[src/rtl/regfile_2r2w_pipelined.sv]
// General-purpose register file with two byte read ports, one pair read port,
// a byte write and an aligned word write; reads see this edge's writes.

module regfile_cell #(
  parameter int WIDTH  = 8,
  parameter int ADDR_W = 5,
  parameter int IDX    = 0
) (
  input  logic                clk,
  input  logic                rst_n,
  input  logic                wr_en,
  input  logic [ADDR_W-1:0]   wr_addr,
  input  logic [WIDTH-1:0]    wr_data,
  input  logic                ww_en,
  input  logic [ADDR_W-2:0]   ww_addr,
  input  logic [2*WIDTH-1:0]  ww_data,
  output logic [WIDTH-1:0]    nxt
);
  localparam logic [ADDR_W-1:0] ID = IDX[ADDR_W-1:0];

  logic [WIDTH-1:0] q;

  // Cells exist only below DEPTH and DEPTH is even, so an address match
  // already implies the write is in range. Byte write is applied last: it wins.
  always_comb begin
    nxt = q;
    if (ww_en && ww_addr == ID[ADDR_W-1:1])
      nxt = ID[0] ? ww_data[2*WIDTH-1:WIDTH] : ww_data[WIDTH-1:0];
    if (wr_en && wr_addr == ID)
      nxt = wr_data;
  end

  always_ff @(posedge clk or negedge rst_n) begin
    if (!rst_n) q <= '0;
    else        q <= nxt;
  end
endmodule

module regfile_2r2w_pipelined #(
  parameter int WIDTH  = 8,
  parameter int DEPTH  = 32,
  parameter int ADDR_W = 5
) (
  input  logic                clk,
  input  logic                rst_n,
  input  logic                rd_en,
  input  logic [ADDR_W-1:0]   rd_addr_a,
  input  logic [ADDR_W-1:0]   rd_addr_b,
  input  logic [ADDR_W-2:0]   rp_addr,
  output logic [WIDTH-1:0]    rd_data_a,
  output logic [WIDTH-1:0]    rd_data_b,
  output logic [2*WIDTH-1:0]  rp_data,
  input  logic                wr_en,
  input  logic [ADDR_W-1:0]   wr_addr,
  input  logic [WIDTH-1:0]    wr_data,
  input  logic                ww_en,
  input  logic [ADDR_W-2:0]   ww_addr,
  input  logic [2*WIDTH-1:0]  ww_data,
  output logic                wr_conflict
);
  localparam int                NSLOT   = 1 << ADDR_W;
  localparam logic [ADDR_W:0]   DEPTH_W = DEPTH[ADDR_W:0];

  // Post-write view of every address slot; slots at or above DEPTH read as 0,
  // which gives out-of-range reads their zero result without extra muxing.
  logic [NSLOT-1:0][WIDTH-1:0] nxt;

  for (genvar i = 0; i < NSLOT; i++) begin : g_slot
    if (i < DEPTH) begin : g_reg
      regfile_cell #(
        .WIDTH  (WIDTH),
        .ADDR_W (ADDR_W),
        .IDX    (i)
      ) u_cell (
        .clk     (clk),
        .rst_n   (rst_n),
        .wr_en   (wr_en),
        .wr_addr (wr_addr),
        .wr_data (wr_data),
        .ww_en   (ww_en),
        .ww_addr (ww_addr),
        .ww_data (ww_data),
        .nxt     (nxt[i])
      );
    end else begin : g_pad
      assign nxt[i] = '0;
    end
  end

  logic wr_ok, ww_ok, conflict;

  assign wr_ok    = wr_en && ({1'b0, wr_addr} < DEPTH_W);
  assign ww_ok    = ww_en && ({1'b0, ww_addr, 1'b1} < DEPTH_W);
  assign conflict = wr_ok && ww_ok && (wr_addr[ADDR_W-1:1] == ww_addr);

  always_ff @(posedge clk or negedge rst_n) begin
    if (!rst_n) begin
      rd_data_a   <= '0;
      rd_data_b   <= '0;
      rp_data     <= '0;
      wr_conflict <= 1'b0;
    end else begin
      wr_conflict <= conflict;
      if (rd_en) begin
        rd_data_a <= nxt[rd_addr_a];
        rd_data_b <= nxt[rd_addr_b];
        rp_data   <= {nxt[{rp_addr, 1'b1}], nxt[{rp_addr, 1'b0}]};
      end
    end
  end
endmodule

[config.mk]
export PLATFORM = sky130hd
export DESIGN_NAME = regfile_2r2w_pipelined
export DESIGN_NICKNAME = d
export VERILOG_FILES = /design/src/rtl/regfile_2r2w_pipelined.sv
export SDC_FILE = /design/constraint.sdc
export NUM_CORES = 1
export LEC_CHECK = 0
export CAP_MARGIN = 10
export CORE_MARGIN = 8
export CORE_UTILIZATION = 45
export CTS_CLUSTER_DIAMETER = 40
export DETAILED_ROUTE_END_ITERATION = 7
export HOLD_SLACK_MARGIN = 0.02
export SYNTH_ARGS = -nofsm -noshare
export SYNTH_HDL_FRONTEND = slang
export SYNTH_HIERARCHICAL = 1
export SYNTH_SLANG_ARGS = --single-unit
export TNS_END_PERCENT = 1
[constraint.sdc]
create_clock -name clk -period 2.3 [get_ports clk]
set_input_delay 0.46 -clock clk [delete_from_list [all_inputs] [get_ports clk]]
set_output_delay 0.46 -clock clk [all_outputs]
set_load 0.02 [all_outputs]
==> Word-level counts from Yosys, hierarchy flattened <==
Index checks and enable logic that the tools add are counted.
{ "word_totals": {"out_inout_bits": 33, "wordCells": 211, "ff_bits": 289, "inputBits": 52} }
{ "classes": {"n_mux": 72, "eq_ne": 47, "n_reduce_logical": 52, "n_lt_le_gt_ge": 4} }
{ "op_table": {"columns": ["op", "n"], "rows": [
  ["$mux W8", 68],
  ["$bmux W8 S5", 2],
  ["$eq A5 B5 Y1 const B", 16],
  ["$bmux W8 S4", 2],
  ["$logic_and A1 B1 Y1", 50],
  ["$eq A5 B4 Y1 const B", 8],
  ["$eq A4 B4 Y1 const B", 8],
  ["$lt A5 B6 Y1 const B", 4],
  ["$eq A5 B3 Y1 const B", 4],
  ["$eq A4 B3 Y1 const B", 4],
  ["$eq A5 B2 Y1 const B", 2],
  ["$eq A4 B2 Y1 const B", 2],
  ["$eq A5 B1 Y1 const B", 1],
  ["$logic_not A5 Y1", 1],
  ["$eq A4 B1 Y1 const B", 1],
  ["$eq A4 B4 Y1", 1],
  ["$logic_not A4 Y1", 1]
]} }

==> Longest topological paths before layout <==
{ "depth": {"depth_word": 6, "depth_mapped": 10, "ltp_nobuf": 8} }

==> Cells and area by module <==
Netlist, hierarchy kept.
{ "by_module_without_submodules": {"columns": ["mod", "n_inst", "area_per_inst_um2", "cells_per_inst", "seq_area_each_um2"], "rows": [
  ["regfile_2r2w_pipelined", 1, 7484.7, 717, 825.8],
  ["regfile_cell (g_slot[2].g_reg.u_cell ...)", 6, 449.2, 51, 200.2],
  ["regfile_cell (g_slot[17].g_reg.u_cell ...)", 4, 445.4, 50, 200.2],
  ["regfile_cell (g_slot[11].g_reg.u_cell ...)", 3, 480.5, 50, 200.2],
  ["regfile_cell (g_slot[10].g_reg.u_cell ...)", 3, 457.9, 51, 200.2],
  ["regfile_cell (g_slot[23].g_reg.u_cell ...)", 3, 454.2, 49, 200.2],
  ["regfile_cell (g_slot[19].g_reg.u_cell ...)", 3, 450.4, 50, 200.2],
  ["regfile_cell (g_slot[22].g_reg.u_cell ...)", 3, 444.2, 50, 200.2],
  ["regfile_cell (g_slot[14].g_reg.u_cell)", 1, 475.5, 50, 200.2],
  ["regfile_cell (g_slot[15].g_reg.u_cell)", 1, 473.0, 50, 200.2],
  ["regfile_cell (g_slot[30].g_reg.u_cell)", 1, 457.9, 49, 200.2],
  ["regfile_cell (g_slot[31].g_reg.u_cell)", 1, 455.4, 49, 200.2],
  ["regfile_cell (g_slot[16].g_reg.u_cell)", 1, 452.9, 50, 200.2],
  ["regfile_cell (g_slot[1].g_reg.u_cell)", 1, 437.9, 51, 200.2],
  ["regfile_cell (g_slot[0].g_reg.u_cell)", 1, 436.7, 51, 200.2]
]} }

==> Worst setup path after synthesis <==
Ideal clock, no wire load.
{ "synth_path": {"path_kind": "in2reg", "startpoint": "in ww_addr[1]", "endpoint": "reg rp_data[0]", "arrival_time_ns": 2.584, "required_ns": 2.175, "setup_slack_ns": -0.409, "cell_stages": 7, "cell_sequence": "or4b_1 -> clkbuf_1 -> o21ai_1 -> a31oi_1 -> mux4_1 -> mux4_2 -> mux2_2"} }
{ "synth_lines": {"columns": ["element", "line", "source"], "rows": [
  ["from (decl)", "57", "input logic [ADDR_W-2:0] ww_addr,"],
  ["to (signal assigned)", "107", "rp_data <= {nxt[{rp_addr, 1'b1}], nxt[{rp_addr, 1'b0}]};"],
  ["to (decl)", "52", "output logic [2*WIDTH-1:0] rp_data,"]
]} }

==> reports/metrics.cfg <==
[place]
placed_area_mm2=0.02914
dp_hpwl_um=90330
port_buffers=84
gp_congestion=1.073

[timing]
holdWs_ns=0.3424
rsz0062_at_grt=yes
max_freq_mhz=348.1
setup_ws_ns=-0.5727
tightest_slew_ns=0.7115
setup_violations=32
slew_violations=0
clock_skew_ns=0.01880
maxSlewHeadroom_pct=52.13
hold_viol=0
period_minus_slack_ns=2.873
fin_crit_sh_pct=124.9

[finish]
nets=3090
area_growth_pct=55.97
final_common_cell=buf_4
fin_util_pct=70.57
fin_area_mm2=0.03433
drive_gt1_share_pct=45.73
fillCellCount=3623
final_cell_mix=buf_4, dfrtp_1, nand3_1

[routing]
wl_um=124100
vias_per_cell=7.056
drc=0
drt_iter0_drc=3368
firstDrtPassIters=6
wl_per_cell_um=33.43
ant_nets=0
vias=26210

[grt]
first_global_vias=25530
grt_use_total_pct=42.68
antenna_found_initial=7
grt_overflow=0
grt_max_degree=63
grt_pass1_wl_um=178000

[clock_network]
clkSlewWorstSetupHoldPaths_ns=0.05
numCtsBuffers=67
h-tree-depth=3
cts_tree=yes
insertion_delay_ns=0.61
cts_sinks=289
root_buffer=clkbuf_16
cts_buffer_depth=3

[yosys]
synth_seq_area_share_pct=32.85
yosysWarningCount=6
syn_area_mm2=0.02201
ys.flop_type=dfrtp_1
netlist_instances=2323
synth_area_per_cell_um2=9.476
synth_edf_count=0
synth_seq_cells=289
syn_nets=2375
ys_async_sr_fraction_pct=100.0
netlist-cell-type-count=48

[run_status]
violations=setup timing
outcome=finished, violations left

[floorplan]
dieArea_mm2=0.05625
initial_core_util_pct=45.25
die_w_um=237.2
coreArea_mm2=0.04865
rows=81
ioPinCount=85
die_h_um=237.2

[job]
maxCapViolCount=0

[worst_setup_path]
required_ns=2.78
critPathMaxFanout=8
critPathKind=input pin to flop
cp.arrival_ns=3.35
worstSetupEndpointType=flop
start_kind=input pin

[pwr]
ir_drop_mv=0.8650
powerDensity_mw_per_mm2=857.7
power_leakage_nw=13.85

[worst_hold_path]
hold_path.class=input pin to async pin

-- where the power goes --
part / internal [mW] / switching, mW / total (mW)
clock: 6.79 / 3.62 / 10.4
sequential: 6.41 / 0.526 / 6.94
combinational: 5.47 / 6.62 / 12.1
total: 18.7 / 10.8 / 29.4
-- routing by layer --
layer	GRT usage [%]	part of all wire (%)
met5	0	0.041
met1	53.92	37
met3	15.03	13
met4	27.60	8.3
met2	61.50	42
-- kinds of logic after synthesis --
kind of cell              share of synthesized area [%]
DFF                                               32.85
and+or+nand+nor                                   19.79
muxes                                             21.50
AOI/OAI and AO/OA                                 19.51
xor gates and xnor gates                         0.1592
buffers and inverters                             6.190
-- worst paths after layout --
kind / startpoint / to / slack [ns] / depth (start not counted)
min in group clk: rd_en / rp_data[2]$_DFFE_PN0P_ / 0.47 / 2
min reg2reg: rp_data[5]$_DFFE_PN0P_ / rp_data[5]$_DFFE_PN0P_ / 0.51 / 1
max: wr_addr[1] / rp_data[1]$_DFFE_PN0P_ / -0.57 / 10
max reg2reg: g_slot[15].g_reg.u_cell/q[0]$_DFF_PN0_ / rd_data_b[0]$_DFFE_PN0P_ / -0.08 / 9
min: rst_n / g_slot[14].g_reg.u_cell/q[5]$_DFF_PN0_ / 0.34 / 2
max in group asynchronous: rst_n / g_slot[17].g_reg.u_cell/q[1]$_DFF_PN0_ / 1.18 / 3
-- area by class of cell --
type                            count  area [µm²]  share of cell area, %
Multi-Input combinational cell   1782       15630                  45.51
Timing Repair Buffer              866        8159                  23.77
Sequential cell                   289        7232                  21.06
Clock buffer                       74        1807                  5.263
Tap cell                          622       778.2                  2.267
Clock inverter                     47       605.6                  1.764
Inverter                           32       120.1                 0.3499
Antenna cell                        2       5.005                0.01458
-- Yosys cell counts (8+ instances only) --
master,count,area [µm²]
buf_1,37,138.9
nand2b_1,15,93.84
or2_0,24,150.1
a31oi_2,19,237.7
o21ai_0,183,915.9
nor4_1,19,118.9
nor4b_2,8,120.1
nand4bb_1,24,270.3
clkbuf_2,27,135.1
nand4b_4,8,190.2
nand2_1,11,41.29
o21ai_1,70,350.3
a22oi_1,128,960.9
a21oi_1,64,320.3
a31oi_1,237,1483
buf_6,42,473.0
buf_2,54,270.3
nand4b_1,8,70.07
or2_1,8,50.05
nor3_1,256,1281
mux2_2,32,360.4
dfrtp_1,289,7232
and4b_1,8,80.08
or4b_1,16,160.2
clkbuf_1,60,225.2
nand3_1,257,1286
mux2i_1,256,2562
inv_1,32,120.1
mux4_2,78,1757
-- metrics by stage --
step	worst slack, ns	TNS (ns)	power (mW)	instances
after CTS	-0.4192	-11.29	28.68	3706
final	-0.5727	-13.98	29.45	3714
after global placement	-1.577	-59.05	17.17	3552
after global routing	-0.5605	-14.27	30.05	3712
after detailed placement	-1.597	-63.87	17.35	3552
after floorplan	-0.3520	-8.984	11.31	2323
-- timing repair --
action / 4_1_cts / 5_1_grt
pin swaps: 36 / 23
gates cloned: 4 / 0
buffers inserted: 31 / 6
setup endpoints to repair: 32 / 32
hold endpoints to repair: 30 / 0
gates resized for setup: 372 / 99
hold buffers: 1 / 0
-- registers in the layout (all words and copies together) (netlist names) --
signal	count
wr_conflict	1
rd_data_b	8
g_slot.g_reg.u_cell/q	256
rp_data	16
rd_data_a	8
-- critical path, stage by stage --
cell     delay (ns)
buf_12         0.13
buf_12         0.15
or4b_4         0.58
buf_8          0.17
nor3_4         0.23
a31oi_4        0.10
buf_4          0.17
mux4_2         0.58
mux4_2         0.49
mux2_2         0.27
Power figures use the tool's default switching activity.
==> RTL edit, RTL diff (config.mk and constraints unchanged) <==
`WIDTH` is set to 8 in 2 places; all go to 12.
--- a/src/rtl/regfile_2r2w_pipelined.sv
+++ b/src/rtl/regfile_2r2w_pipelined.sv
@@ -2,7 +2,7 @@
 // a byte write and an aligned word write; reads see this edge's writes.
 
 module regfile_cell #(
-  parameter int WIDTH  = 8,
+  parameter int WIDTH  = 12,
   parameter int ADDR_W = 5,
   parameter int IDX    = 0
 ) (
@@ -37,7 +37,7 @@
 endmodule
 
 module regfile_2r2w_pipelined #(
-  parameter int WIDTH  = 8,
+  parameter int WIDTH  = 12,
   parameter int DEPTH  = 32,
   parameter int ADDR_W = 5
 ) (
Ports: changed (5 resized); port bits go from 85 to 113. The function was not compared with the original's and may differ.
==> RTL edit against the unedited design <==
The run ends with DRC, setup timing left. Area after synthesis grew 46%. Cell area is 43% higher. Worst setup slack improved by 0.026 ns. Routed wire length grew 61%. Count of clock-buffer cells in the layout rose by 41. Sequential cell count up 144. Power up 46%. Die area grew 42%. Critical endpoint is now rd_data_a[1]$_DFFE_PN0P_.
==> RTL edit: results (changes against the unedited design) <==
- Arrival @ worst endpoint: 3.46 ns (+0.11 ns)
- Initial antenna violation count: 13 (+6)
- Crit-path slowest cell: nor4_4
- Violated checks: DRC, setup timing
- Port bufs: 112 (+33%)
- Seq/Total Area, Yosys: 0.3379 (+0.009372)
- Setup ws final: -0.5471 ns (+0.02561 ns)
- Final Instance Count excl. Fillers: 5426 (+46%)
- Drt pass-1 iters: 8 (+2)
- Synth cell count leaders: dfrtp_1, nand3_1, mux2i_1, nor3_1, a31oi_1
- Worst R2R Start: g_slot[29].g_reg.u_cell/q[5]$_DFF_PN0_
- Number of remaining DRC errors: 41 (+41)
- Cell leakage power: 19.91 nW (+44%)
- Share of cells above drive strength 1: 0.4256 (-0.03168)
- Max VDD drop: 937.3 µV (+8.4%)
- Number of buffers added for setup after CTS: 21 (-32%)
- Reg-to-reg setup timing slack: -0.23 ns (-0.15 ns)
- CP Max Fanout: 7 (-1)
- Mapped Nets: 3460 (+46%)
- TritonCTS buffer count: 97 (+45%)
- Post-Place Cells: 5196 (+46%)
- Worst slew margin: 0.3336 (-0.1877)
- DP HPWL: 146200 µm (+62%)
- Final Setup Violations: 51 (+59%)
- Biggest regs: g_slot.g_reg.u_cell/q x384, rp_data x24
- DRT Wirelength: 200300 µm (+61%)
- RD Place Congestion: 1.090 (+1.6%)
- Outcome: complete, but fails checks
- Skew-Pair Late Insertion Delay: 0.67 ns (+0.06 ns)
- Largest net degree at the start of global routing: 67 (+6.3%)
- Vias/cell: 7.296 (+3.4%)
-- RTL edit: cell count changes after synthesis, sizes merged, moves of 32 or more --
cell | before | now
dfrtp | 289 | 433
a31oi | 256 | 384
mux2i | 256 | 384
nand3 | 257 | 385
nor3 | 256 | 384
o21ai | 256 | 384
clkbuf | 87 | 177
a22oi | 128 | 192
mux4 | 80 | 120
buf | 133 | 172
a21oi | 64 | 96
-- RTL edit: through the flow --
stage | utilization | setup TNS, ns | hold WS, ns | instance area, µm²
floorplan | - | -11.10 | 0.1644 | 32170
global placement | 0.6043 | -90.74 | 0.4209 | 42900
detailed placement | 0.6043 | -101.65 | 0.4135 | 42900
CTS | 0.6804 | -16.51 | 0.3091 | 48310
global route | 0.6894 | -21.85 | 0.3703 | 48940
finish | 0.6896 | -21.35 | 0.3337 | 48960
-- RTL edit: worst max-delay path: cells and delay by family --
family / cells / cell delay [ns]
buffers and inverters: 6 / 1.10
AOI/OAI and AO/OA: 3 / 0.83
muxes: 2 / 0.20
and+or+nand+nor: 3 / 0.83
-- RTL edit: kinds of logic after synthesis --
logic type,Yosys count,share of synthesized area
AO/OA/AOI/OAI,1056,0.1950
XOR/XNOR,4,0.001093
flip-flops,433,0.3379
AND/OR/NAND/NOR,970,0.1850
multiplexers,552,0.2210
buffers and inverters,381,0.06005
-- RTL edit: power breakdown --
part           internal (mW)  switching [mW]  total [mW]
Sequential              9.62           0.869        10.5
Clock                   9.90            5.22        15.1
Combinational           7.44            10.0        17.4
-- RTL edit: how the worst max path moves through the flow --
stage,end,start,slack (ns)
4_1_cts,rp_data[5]$_DFFE_PN0P_,ww_addr[3],-0.41
3_3_place_gp,rd_data_b[1]$_DFFE_PN0P_,ww_addr[0],-1.80
6_report,rd_data_a[1]$_DFFE_PN0P_,ww_addr[3],-0.55
2_1_floorplan,rp_data[10]$_DFFE_PN0P_,ww_addr[0],-0.39
5_1_grt,rd_data_a[2]$_DFFE_PN0P_,wr_addr[0],-0.53
3_5_place_dp,rd_data_a[7]$_DFFE_PN0P_,ww_addr[0],-1.82
-- RTL edit: layout make-up --
| cell class | instances | area (µm²) |
|---|---|---|
| clock buffer | 115 | 2659 |
| clock inverter | 67 | 873.3 |
| sequential | 433 | 10840 |
| timing repair buffer | 1234 | 11850 |
| inverter | 32 | 120.1 |
| multi-input combinational | 2588 | 21420 |
| fill | 5414 | 22030 |
| tap | 950 | 1189 |
| antenna | 7 | 17.52 |
-- RTL edit: routing by layer --
layer,share of wire,global-route usage
met2,0.39,0.6562
met3,0.16,0.2192
met4,0.10,0.3605
met5,0.00097,0
met1,0.35,0.5742
